--- config.mk ---
export PLATFORM = sky130hd
export DESIGN_NAME = sram_controller_flat
export DESIGN_NICKNAME = d
export VERILOG_FILES = /design/src/rtl/sram_controller_if.sv /design/src/rtl/sram_controller.sv /design/src/flat_wrapper.sv
export SDC_FILE = /design/constraint.sdc
export NUM_CORES = 1
export LEC_CHECK = 0
export CORE_UTILIZATION = 45
export DETAILED_ROUTE_END_ITERATION = 16
export DONT_BUFFER_PORTS = 1
export PLACE_DENSITY = 0.67
export SLEW_MARGIN = 30
export SYNTH_ARGS = -nofsm -noshare
export SYNTH_HDL_FRONTEND = slang
export SYNTH_SLANG_ARGS = --single-unit
export TNS_END_PERCENT = 1
--- constraint.sdc ---
create_clock -name clk -period 3.85 [get_ports clk]
set_clock_uncertainty 0.2 [all_clocks]
set_input_delay 0.77 -clock clk [delete_from_list [all_inputs] [get_ports clk]]
set_output_delay 0.77 -clock clk [all_outputs]
set_load 0.05 [all_outputs]
--- src/rtl/sram_controller_if.sv ---
// Pipeline MEM-stage request bus and external 16-bit SRAM pins for sram_controller.
interface sram_controller_if;
  logic        rd_en;
  logic        wr_en;
  logic [31:0] address;
  logic [31:0] write_data;
  logic [31:0] read_data;
  logic        ready;
  logic [17:0] sram_addr;
  logic [15:0] sram_dq_out;
  logic        sram_dq_oe;
  logic [15:0] sram_dq_in;
  logic        sram_we_n;

  modport slave (
    input  rd_en, wr_en, address, write_data, sram_dq_in,
    output read_data, ready, sram_addr, sram_dq_out, sram_dq_oe, sram_we_n
  );

  modport master (
    output rd_en, wr_en, address, write_data, sram_dq_in,
    input  read_data, ready, sram_addr, sram_dq_out, sram_dq_oe, sram_we_n
  );
endinterface

--- src/rtl/sram_controller.sv ---
// Splits each 32-bit data-memory access into two 16-bit SRAM accesses (low half first),
// holding ready low so the pipeline freezes until the access completes.
module sram_controller #(
  parameter int unsigned BASE_ADDR   = 1024,
  parameter int unsigned WAIT_CYCLES = 2
) (
  input logic               clk,
  input logic               rst,
  sram_controller_if.slave  bus
);

  localparam int unsigned CntW = (WAIT_CYCLES > 1) ? $clog2(WAIT_CYCLES) : 1;
  localparam logic [CntW-1:0] CntLast = CntW'(WAIT_CYCLES - 1);

  localparam logic [1:0] StIdle = 2'd0;
  localparam logic [1:0] StLow  = 2'd1;
  localparam logic [1:0] StHigh = 2'd2;
  localparam logic [1:0] StDone = 2'd3;

  logic [1:0]      state_q, state_d;
  logic [CntW-1:0] cnt_q, cnt_d;
  logic [16:0]     word_q, word_d;
  logic [31:0]     data_q, data_d;
  logic            is_read_q, is_read_d;
  logic [31:0]     read_data_q, read_data_d;

  logic        req;
  logic        last;
  logic        active;
  logic [31:0] offset;
  logic        unused_offset;

  assign req    = bus.rd_en | bus.wr_en;
  assign last   = (cnt_q == CntLast);
  assign offset = bus.address - BASE_ADDR;
  // Only the 17-bit word index fits the SRAM; higher and byte-offset bits are dropped.
  assign unused_offset = ^{offset[31:19], offset[1:0]};

  always_comb begin
    state_d     = state_q;
    cnt_d       = cnt_q;
    word_d      = word_q;
    data_d      = data_q;
    is_read_d   = is_read_q;
    read_data_d = read_data_q;
    case (state_q)
      StIdle: begin
        if (req) begin
          word_d    = offset[18:2];
          data_d    = bus.write_data;
          is_read_d = bus.rd_en;
          cnt_d     = '0;
          state_d   = StLow;
        end
      end
      StLow: begin
        if (last) begin
          cnt_d   = '0;
          state_d = StHigh;
          if (is_read_q) read_data_d[15:0] = bus.sram_dq_in;
        end else begin
          cnt_d = cnt_q + 1'b1;
        end
      end
      StHigh: begin
        if (last) begin
          cnt_d   = '0;
          state_d = StDone;
          if (is_read_q) read_data_d[31:16] = bus.sram_dq_in;
        end else begin
          cnt_d = cnt_q + 1'b1;
        end
      end
      default: state_d = StIdle;
    endcase
  end

  always_ff @(posedge clk) begin
    if (rst) begin
      state_q     <= StIdle;
      cnt_q       <= '0;
      word_q      <= '0;
      data_q      <= '0;
      is_read_q   <= 1'b1;
      read_data_q <= '0;
    end else begin
      state_q     <= state_d;
      cnt_q       <= cnt_d;
      word_q      <= word_d;
      data_q      <= data_d;
      is_read_q   <= is_read_d;
      read_data_q <= read_data_d;
    end
  end

  assign active = (state_q == StLow) || (state_q == StHigh);

  assign bus.ready       = ((state_q == StIdle) && !req) || (state_q == StDone);
  assign bus.read_data   = read_data_q;
  assign bus.sram_addr   = {word_q, state_q == StHigh};
  assign bus.sram_dq_out = (state_q == StHigh) ? data_q[31:16] : data_q[15:0];
  assign bus.sram_dq_oe  = active & ~is_read_q;
  assign bus.sram_we_n   = ~(active & ~is_read_q);

endmodule

--- src/flat_wrapper.sv ---
// flat-port wrapper written by rule: the top's interface ports become plain ports
module sram_controller_flat 
#(
  parameter int unsigned BASE_ADDR   = 1024,
  parameter int unsigned WAIT_CYCLES = 2
)
  (clk, rst, bus_rd_en, bus_wr_en, bus_address, bus_write_data, bus_sram_dq_in, bus_read_data, bus_ready, bus_sram_addr, bus_sram_dq_out, bus_sram_dq_oe, bus_sram_we_n);
  sram_controller_if bus_i ();
  input logic clk;
  input logic rst;
  input wire logic [$bits(bus_i.rd_en)-1:0] bus_rd_en;
  input wire logic [$bits(bus_i.wr_en)-1:0] bus_wr_en;
  input wire logic [$bits(bus_i.address)-1:0] bus_address;
  input wire logic [$bits(bus_i.write_data)-1:0] bus_write_data;
  input wire logic [$bits(bus_i.sram_dq_in)-1:0] bus_sram_dq_in;
  output wire logic [$bits(bus_i.read_data)-1:0] bus_read_data;
  output wire logic [$bits(bus_i.ready)-1:0] bus_ready;
  output wire logic [$bits(bus_i.sram_addr)-1:0] bus_sram_addr;
  output wire logic [$bits(bus_i.sram_dq_out)-1:0] bus_sram_dq_out;
  output wire logic [$bits(bus_i.sram_dq_oe)-1:0] bus_sram_dq_oe;
  output wire logic [$bits(bus_i.sram_we_n)-1:0] bus_sram_we_n;
  assign bus_i.rd_en = bus_rd_en;
  assign bus_i.wr_en = bus_wr_en;
  assign bus_i.address = bus_address;
  assign bus_i.write_data = bus_write_data;
  assign bus_i.sram_dq_in = bus_sram_dq_in;
  assign bus_read_data = bus_i.read_data;
  assign bus_ready = bus_i.ready;
  assign bus_sram_addr = bus_i.sram_addr;
  assign bus_sram_dq_out = bus_i.sram_dq_out;
  assign bus_sram_dq_oe = bus_i.sram_dq_oe;
  assign bus_sram_we_n = bus_i.sram_we_n;
  sram_controller #(.BASE_ADDR(BASE_ADDR), .WAIT_CYCLES(WAIT_CYCLES)) u_core (.clk(clk), .rst(rst), .bus(bus_i));
endmodule
# Yosys cells after proc, flatten, opt, wreduce, memory -nomap -nowiden
# Index checks and enable logic that the tools add are counted.
# classes
n_addsub,2
eq_ne,6
muxes,8
bitwise,4
reduce_logical,12
# op_table
operator,count
"19-bit by 11-bit subtractor with 19-bit output, second input constant",1
16-bit 2-to-1 mux,1
3-bit AND reduction,3
2-bit 2-to-1 mux,3
"2-bit by 1-bit inequality test with 1-bit output, second input constant",3
2-bit one-hot mux with 3 select lines,1
"2-bit == test, second input constant",2
2-bit AND reduction,2
"2-bit by 1-bit == test with 1-bit output, second input constant",1
2-bit zero test,1
1-bit logical OR,2
1-bit 2-to-1 mux,2
1-bit inverter,2
1-bit one-hot mux with 2 select lines,1
2-bit nonzero test,1
2-bit OR reduction,1
"1-bit adder, second input constant",1
1-bit AND,1
1-bit logical AND,1
1-bit zero test,1
1-bit bitwise OR,1
# totals
regBits,85
inputBits,84

# Longest topological paths before layout
# Gate-level depths: netlist (run 1).
# depth
word_depth,4
mapped_depth,7
mapped_depth_nobuf,5

# Least setup slack after synthesis (run 1)
# Ideal clock, no wire load.
# synth_timing
path_type,register to output
from,register u_core.state_q[0]
to,output bus_sram_dq_out[10]
arrival_ps,2027
setup_slack_ps,853
path_stages_with_launch,6
n_path_buf,2
path_cell_list,dfxtp_1 -> inv_1 -> ha_1 -> buf_2 -> buf_1 -> mux2_2
# synth_between
elab_chain_cells,2
# synth_lines
item,line_no,source
"start, declared",sram_controller.sv:20,"logic [1:0] state_q, state_d;"
"start signal, assigned",sram_controller.sv:80,state_q <= StIdle;
"start signal, assigned",sram_controller.sv:87,state_q <= state_d;
2-bit == test,-,
net bus_sram_addr[0],flat_wrapper.sv:18,output wire logic [$bits(bus_i.sram_addr)-1:0] bus_sram_addr;
16-bit 2-to-1 mux,sram_controller.sv:101,assign bus.sram_dq_out = (state_q == StHigh) ? data_q[31:16] : data_q[15:0];
"end, declared",flat_wrapper.sv:19,output wire logic [$bits(bus_i.sram_dq_out)-1:0] bus_sram_dq_out;
# The timed path passes the listed nets, and every way through them passes these cells.

# Worst setup path after layout (run 1)
# layout_timing
from,register u_core.state_q[1]
to,output bus_ready
# layout_between
elab_chain_cells,3
word_cells_on_any_way,4
# layout_lines
item,line_no,source
2-bit zero test,sram_controller.sv:98,assign bus.ready = ((state_q == StIdle) && !req) || (state_q == StDone);
1-bit logical AND,sram_controller.sv:98,
1-bit logical OR (*),sram_controller.sv:98,
"end, declared",flat_wrapper.sv:17,output wire logic [$bits(bus_i.ready)-1:0] bus_ready;
# Every way passes the cells marked *; elsewhere a longest branch is shown, timed or not.

==> metrics.txt, run 1 <==
# TYPE chip_impl_metric gauge
chip_impl_info{name="status",value="finished clean"} 1
chip_impl_metric{name="route.detailed.drc",unit=""} 0
chip_impl_metric{name="grt_antenna_before_repair",unit=""} 0
chip_impl_metric{name="detail_route.iter0.violations",unit=""} 135
chip_impl_metric{name="clkSinkCount",unit=""} 85
chip_impl_info{name="cts_root_buf",value="clkbuf_8"} 1
chip_impl_metric{name="post_cts.repair.setup_buffers",unit=""} 0
chip_impl_metric{name="ioPinCount",unit=""} 153
chip_impl_metric{name="layout_min_cycle_time",unit="ps"} 3050
chip_impl_metric{name="finish.net_count",unit=""} 489
chip_impl_metric{name="dp_slack",unit="ps"} 1150
chip_impl_metric{name="fraction_of_final_layout_cells_sized_beyond_drive_strength_1",unit=""} 0.0965
chip_impl_metric{name="ant_nets",unit=""} 0
chip_impl_metric{name="synth.cell_area",unit="mm2"} 0.00335
chip_impl_metric{name="period_utilization_post_route",unit=""} 0.791
chip_impl_metric{name="die_w",unit="um"} 88.2
chip_impl_metric{name="io_buffers",unit=""} 0
chip_impl_metric{name="via_count",unit=""} 2665
chip_impl_metric{name="floorplan.die_area",unit="mm2"} 0.00779
chip_impl_metric{name="required",unit="ps"} 2880
chip_impl_metric{name="detail_route.vias_per_cell",unit=""} 5.30
chip_impl_metric{name="clkPwrFrac",unit=""} 0.227
chip_impl_metric{name="setup-violations-final",unit=""} 0
chip_impl_metric{name="average_cell_area_after_synthesis",unit="um2"} 8.10
chip_impl_metric{name="cts-hold-fix-buffers",unit=""} 0
chip_impl_info{name="worst-setup-path-type",value="flip-flop to output pin"} 1
chip_impl_metric{name="total_leakage_power",unit="nW"} 1.30
chip_impl_metric{name="finish.instance_area",unit="mm2"} 0.00360
chip_impl_metric{name="max_slew_margin",unit=""} 0.393
chip_impl_metric{name="warnings_synthesis",unit=""} 0
chip_impl_metric{name="internal_power",unit="mW"} 1.59
chip_impl_info{name="synthTopCellsByArea",value="dfxtp_1 (51%), nand2_1 (16%), a21oi_1 (11%), mux2_2 (5.4%), clkbuf_1 (2.2%)"} 1
chip_impl_metric{name="netlist.area_leader.share",unit=""} 0.508
chip_impl_metric{name="flow.area_growth_from_synthesis",unit="%"} 7.59
chip_impl_metric{name="synth_cell_type_count",unit=""} 33
chip_impl_metric{name="final_critical_path_setup_slack",unit="ps"} 804
chip_impl_metric{name="fp.coreArea",unit="mm2"} 0.00721
chip_impl_info{name="netlist.top_cell.by_area",value="dfxtp_1"} 1
chip_impl_metric{name="final_max_slew_viol_count",unit=""} 0
chip_impl_metric{name="hold-worst-slack",unit="ps"} 254
chip_impl_metric{name="cts.repair.resized",unit=""} 0
chip_impl_metric{name="placed_insts",unit=""} 487
chip_impl_info{name="cp-end-kind",value="output pin"} 1
chip_impl_metric{name="mappedNetlistNets",unit=""} 503
chip_impl_metric{name="initial_core_util",unit=""} 0.464
chip_impl_metric{name="placed_area",unit="mm2"} 0.00339
chip_impl_metric{name="firstDrtPassIters",unit=""} 4
chip_impl_metric{name="globalRoute.totalOverflow",unit=""} 0
chip_impl_info{name="cp-start-kind",value="flip-flop"} 1
chip_impl_metric{name="comb_power_share",unit=""} 0.267
chip_impl_metric{name="critical_path_arrival",unit="ps"} 2080
chip_impl_metric{name="grt_pass1_wl",unit="mm"} 11.0
chip_impl_info{name="cts_tree",value="yes"} 1
chip_impl_info{name="min_path_type",value="flip-flop to flip-flop"} 1
chip_impl_metric{name="critical_path.max_fanout",unit=""} 7
chip_impl_metric{name="synthesis.instances",unit=""} 413
chip_impl_metric{name="maxClockFrequency",unit="MHz"} 328
chip_impl_metric{name="placementRows",unit=""} 31
chip_impl_metric{name="insertedDiodeCount",unit=""} 0
chip_impl_metric{name="vdd_drop_max",unit="mV"} 0.373
chip_impl_metric{name="netSwitchingPower",unit="mW"} 1.24
chip_impl_metric{name="cts-htree-levels",unit=""} 3
chip_impl_metric{name="cts.path.max_buffers",unit=""} 2
chip_impl_metric{name="tightest_slew",unit="ps"} 903
chip_impl_metric{name="drt-total-wl",unit="mm"} 7.28
chip_impl_metric{name="number_of_global_route_vias_before_repair",unit=""} 2421
chip_impl_info{name="rsz_0062_raised_after_global_routing",value="no"} 1
chip_impl_metric{name="fin_setup_tns",unit="ps"} 0
chip_impl_metric{name="clock_insertion_delay_worst_skew",unit="ps"} 350
chip_impl_metric{name="final_cell_count_no_fill",unit=""} 503
chip_impl_metric{name="power_per_standard_cell_area",unit="mW/mm2"} 785
chip_impl_metric{name="yosys_register_bits",unit=""} 85
chip_impl_metric{name="cts-buffers-inserted",unit=""} 9
chip_impl_metric{name="swShare",unit=""} 0.437
chip_impl_metric{name="clk_pin_slew",unit="ps"} 80
chip_impl_metric{name="detailedPlacementHpwl",unit="mm"} 4.98
chip_impl_metric{name="grt_max_degree",unit=""} 86
chip_impl_metric{name="pwr-share-seq",unit=""} 0.506
chip_impl_metric{name="chipHeight",unit="um"} 88.2
chip_impl_metric{name="seq_area_frac_synth",unit=""} 0.508
chip_impl_metric{name="grt_usage",unit=""} 0.183
chip_impl_metric{name="cap_violations",unit=""} 0
chip_impl_metric{name="post_drt_wl_per_cell",unit="um"} 14.5
chip_impl_metric{name="globalplace.congestion",unit=""} 0.713
chip_impl_metric{name="hold_violations",unit=""} 0
synth_stat cells:
library cell	instances
nand4_1	1
buf_1	5
a221o_1	1
clkbuf_1	20
a311oi_1	2
or4_1	1
nor3b_1	2
a21o_1	1
nand3_1	3
nor4_1	3
inv_1	6
nand2b_1	2
o21bai_1	1
o21a_1	1
or3_1	1
dfxtp_1	85
o21ai_1	1
or4b_2	1
a21oi_1	75
a31o_2	1
buf_2	2
or3b_2	1
nand2_1	145
ha_1	6
a211oi_1	8
nor3_1	2
and4_1	2
mux2_2	16
o31ai_1	1
o21ai_0	1
nor2_1	11
and3_1	2
xnor2_1	3
critical path, cell delays in order (launching register included):
cell and delay [ps]:
dfxtp_1 350, inv_1 120, ha_1 320, or3b_2 530, nand2b_1 430
stage by stage:
| stage | total power, mW | util |
|---|---|---|
| floorplan | 2.09 | - |
| global placement | 2.18 | 0.469 |
| detailed placement | 2.21 | 0.469 |
| CTS | 2.85 | 0.498 |
| global route | 2.98 | 0.499 |
| finish | 2.83 | 0.499 |
cell usage in the layout, fill, tap and decap left out, types with 3 or more instances in the layout:
| cell type | instances |
|---|---|
| nand2_1 | 145 |
| xnor2_1 | 3 |
| mux2_2 | 16 |
| nor4_1 | 3 |
| dfxtp_1 | 85 |
| a21oi_1 | 75 |
| ha_1 | 6 |
| clkbuf_8 | 10 |
| a211oi_1 | 8 |
| nand3_1 | 3 |
| clkinvlp_4 | 3 |
| inv_1 | 6 |
| nor2_1 | 11 |
registers in the layout (all words and copies together), names as in the netlist:
name,cells
u_core.bus.read_data,32
u_core.cnt_q,1
u_core.data_q,32
u_core.is_read_q,1
u_core.state_q,2
u_core.word_q,17
final cells by class:
class	instances	area [um2]
clock inverters	6	70.1
repair buffers	2	15.0
inverters	6	22.5
flip-flops and latches	85	1700
fillers	722	3610
clock buffers	10	138
well taps	99	124
multi-input cells	295	1530
cells by family after synthesis:
| group | after synthesis | share of synthesized area |
|---|---|---|
| AO/OA/AOI/OAI | 93 | 0.153 |
| XOR/XNOR | 3 | 0.00785 |
| multiplexers | 16 | 0.0538 |
| AND/OR/NAND/NOR | 177 | 0.217 |
| buffers and inverters | 33 | 0.0378 |
| adder cells (fa/ha/maj) | 6 | 0.0224 |
| flip-flops | 85 | 0.508 |
power by group through the flow:
stage / clock network, mW / registers, mW / logic, mW
after floorplan: 0 / 1.42 / 0.675
after global placement: 0 / 1.44 / 0.737
after detailed placement: 0 / 1.45 / 0.759
after CTS: 0.663 / 1.43 / 0.760
after global routing: 0.700 / 1.45 / 0.829
final: 0.642 / 1.43 / 0.755
per-layer routing:
metal,GRT usage,vias to the layer above,routed length (um)
met3,0.0858,8,706
met5,0,-,0
met1,0.202,1218,2960
li1,-,1345,-
met2,0.311,94,3530
met4,0.0587,0,85
path summary, 6_finish.rpt:
| kind | cells past startpoint | start | slack (ps) | end |
|---|---|---|---|---|
| setup / recovery | 4 | u_core.state_q[1] | 800 | bus_ready |
| hold / removal | 2 | u_core.data_q[17] | 250 | u_core.data_q[17] |
| setup reg to reg | 6 | u_core.state_q[0] | 1210 | u_core.bus.read_data[25] |
| hold reg to reg | 2 | u_core.data_q[17] | 250 | u_core.data_q[17] |
No activity file was read; power rests on OpenSTA's default activity.
==> inputs of run 2 (changes only) <==
==> constraint.sdc (replaced) <==
create_clock -name clk -period 3.1 [get_ports clk]
set_clock_uncertainty 0.2 [all_clocks]
set_input_delay 0.62 -clock clk [delete_from_list [all_inputs] [get_ports clk]]
set_output_delay 0.62 -clock clk [all_outputs]
set_load 0.05 [all_outputs]
==> metrics.txt, run 2 (synthesized netlist as in run 1, its figures left out) <==
# TYPE chip_impl_metric gauge
chip_impl_info{name="min_path_type",value="input pin to flip-flop"} 1
chip_impl_metric{name="floorplan.die_area",unit="mm2"} 0.00779
chip_impl_metric{name="placementRows",unit=""} 31
chip_impl_metric{name="finish.instance_area",unit="mm2"} 0.00359
chip_impl_metric{name="hold_violations",unit=""} 0
chip_impl_metric{name="grt_antenna_before_repair",unit=""} 0
chip_impl_metric{name="multi_input_comb_area",unit="mm2"} 0.00152
chip_impl_info{name="most_common_cell_after_layout_fill_and_taps_aside",value="nand2_1"} 1
chip_impl_metric{name="post_drt_wl_per_cell",unit="um"} 14.3
chip_impl_metric{name="critical_path.max_fanout",unit=""} 7
chip_impl_metric{name="max_slew_margin",unit=""} 0.451
chip_impl_metric{name="clkSinkCount",unit=""} 85
chip_impl_info{name="final_cell_mix",value="nand2_1 (145), dfxtp_1 (85), a21oi_1 (75)"} 1
chip_impl_metric{name="post_cts.repair.setup_buffers",unit=""} 0
chip_impl_metric{name="cts-hold-fix-buffers",unit=""} 0
chip_impl_metric{name="clock_insertion_delay_worst_skew",unit="ps"} 340
chip_impl_info{name="status",value="finished clean"} 1
chip_impl_info{name="cts_root_buf",value="clkbuf_8"} 1
chip_impl_metric{name="firstDrtPassIters",unit=""} 4
chip_impl_metric{name="power_per_standard_cell_area",unit="mW/mm2"} 954
chip_impl_metric{name="fp.coreArea",unit="mm2"} 0.00721
chip_impl_metric{name="layout_min_cycle_time",unit="ps"} 2870
chip_impl_info{name="slowest_stage",value="or3b_2"} 1
chip_impl_info{name="worstHoldStart",value="rst"} 1
chip_impl_metric{name="finish.net_count",unit=""} 492
chip_impl_metric{name="cts.repair.resized",unit=""} 0
chip_impl_metric{name="route.detailed.drc",unit=""} 0
chip_impl_metric{name="initial_core_util",unit=""} 0.464
chip_impl_metric{name="maxClockFrequency",unit="MHz"} 348
chip_impl_metric{name="area.sequential",unit="mm2"} 0.00170
chip_impl_info{name="cp-end-kind",value="output pin"} 1
chip_impl_metric{name="cap_violations",unit=""} 0
chip_impl_metric{name="die_w",unit="um"} 88.2
chip_impl_metric{name="path_buf_inv",unit=""} 1
chip_impl_metric{name="placed_insts",unit=""} 490
chip_impl_metric{name="cts-htree-levels",unit=""} 3
chip_impl_metric{name="setup-violations-final",unit=""} 0
chip_impl_info{name="critPathLaunch",value="u_core.state_q[0]"} 1
chip_impl_info{name="cp-start-kind",value="flip-flop"} 1
chip_impl_metric{name="placed_area",unit="mm2"} 0.00341
chip_impl_metric{name="io_buffers",unit=""} 0
chip_impl_metric{name="ioPinCount",unit=""} 153
chip_impl_metric{name="num-fill-cells",unit=""} 727
chip_impl_metric{name="design_power_total",unit="mW"} 3.43
chip_impl_metric{name="flow.area_growth_from_synthesis",unit="%"} 7.36
chip_impl_metric{name="chipHeight",unit="um"} 88.2
chip_impl_info{name="rsz_0062_raised_after_global_routing",value="no"} 1
chip_impl_metric{name="grt_pass1_wl",unit="mm"} 11.2
chip_impl_metric{name="fin_setup_tns",unit="ps"} 0
chip_impl_metric{name="fraction_of_final_layout_cells_sized_beyond_drive_strength_1",unit=""} 0.103
chip_impl_info{name="worstPathCellList",value="inv_1 -> ha_1 -> or3b_2 -> nand2b_1"} 1
chip_impl_metric{name="grt_max_degree",unit=""} 86
chip_impl_metric{name="cts.path.max_buffers",unit=""} 2
chip_impl_metric{name="tightest_slew",unit="ps"} 816
chip_impl_metric{name="final_max_slew_viol_count",unit=""} 0
chip_impl_metric{name="number_of_global_route_vias_before_repair",unit=""} 2439
chip_impl_metric{name="clk_pin_slew",unit="ps"} 90
chip_impl_metric{name="period_utilization_post_route",unit=""} 0.926
chip_impl_metric{name="critical-path-max-stage-delay",unit="ps"} 520
chip_impl_metric{name="globalRoute.totalOverflow",unit=""} 0
chip_impl_metric{name="insertedDiodeCount",unit=""} 0
chip_impl_metric{name="detail_route.vias_per_cell",unit=""} 5.31
chip_impl_metric{name="final_cell_count_no_fill",unit=""} 506
chip_impl_metric{name="via_count",unit=""} 2689
chip_impl_metric{name="ant_nets",unit=""} 0
chip_impl_metric{name="grt_usage",unit=""} 0.185
chip_impl_metric{name="total_leakage_power",unit="nW"} 1.31
chip_impl_info{name="worst_r2r_startpoint",value="u_core.state_q[0]"} 1
chip_impl_metric{name="detail_route.iter0.violations",unit=""} 108
chip_impl_metric{name="globalplace.congestion",unit=""} 0.755
chip_impl_info{name="kind_of_cell_adding_the_most_delay_to_the_critical_path",value="simple AND/OR/NAND/NOR gates"} 1
chip_impl_metric{name="required",unit="ps"} 2280
chip_impl_info{name="worst-setup-path-type",value="flip-flop to output pin"} 1
chip_impl_info{name="cts_tree",value="yes"} 1
chip_impl_metric{name="cts-buffers-inserted",unit=""} 9
chip_impl_metric{name="vdd_drop_max",unit="mV"} 0.530
chip_impl_metric{name="detailedPlacementHpwl",unit="mm"} 5.01
chip_impl_metric{name="drt-total-wl",unit="mm"} 7.26
chip_impl_metric{name="critical_path_arrival",unit="ps"} 2050
run 2: final cells by class:
cell class / instances / share of cell area
Clock buffer: 10 / 0.0383
Clock inverter: 6 / 0.0129
Inverter: 6 / 0.00627
Multi-Input combinational cell: 295 / 0.424
Sequential cell: 85 / 0.474
Tap cell: 99 / 0.0345
Timing Repair Buffer: 5 / 0.0104
run 2: worst register-to-register path, stage by stage, from the launching register on:
cell     delay, ps
dfxtp_1        360
inv_1          100
ha_1           290
o21a_2         590
buf_4          380
nand2_1         90
a21oi_1        140
run 2: worst paths after layout:
| kind | endpoint | slack, ps | cells past startpoint |
|---|---|---|---|
| setup / recovery | bus_ready | 230 | 4 |
| hold / removal | u_core.bus.read_data[27] | 130 | 1 |
| setup reg to reg | u_core.data_q[4] | 880 | 6 |
| hold reg to reg | u_core.data_q[26] | 250 | 2 |
run 2: where the power goes:
group | total [mW] | switching [mW] | leakage [nW] | internal, mW
Combinational | 0.941 | 0.667 | 0.526 | 0.274
Sequential | 1.77 | 0.466 | 0.696 | 1.31
Clock | 0.714 | 0.398 | 0.0889 | 0.317
Total | 3.43 | 1.53 | 1.31 | 1.90
run 2: metal layers:
| metal | vias up | routed length (um) | GRT usage |
|---|---|---|---|
| met5 | - | 0 | 0 |
| met4 | 0 | 114 | 0.0894 |
| met3 | 11 | 682 | 0.0700 |
| met2 | 95 | 3470 | 0.320 |
| met1 | 1234 | 3000 | 0.200 |
| li1 | 1349 | - | - |
run 2: per-stage QoR:
| stage | hold WS (ps) | setup slack, ps | util |
|---|---|---|---|
| after global routing | 104 | 114 | 0.498 |
| after CTS | 107 | 197 | 0.498 |
| after detailed placement | 239 | 611 | 0.473 |
| after floorplan | 233 | 253 | - |
| final | 129 | 230 | 0.498 |
| after global placement | 234 | 657 | 0.473 |
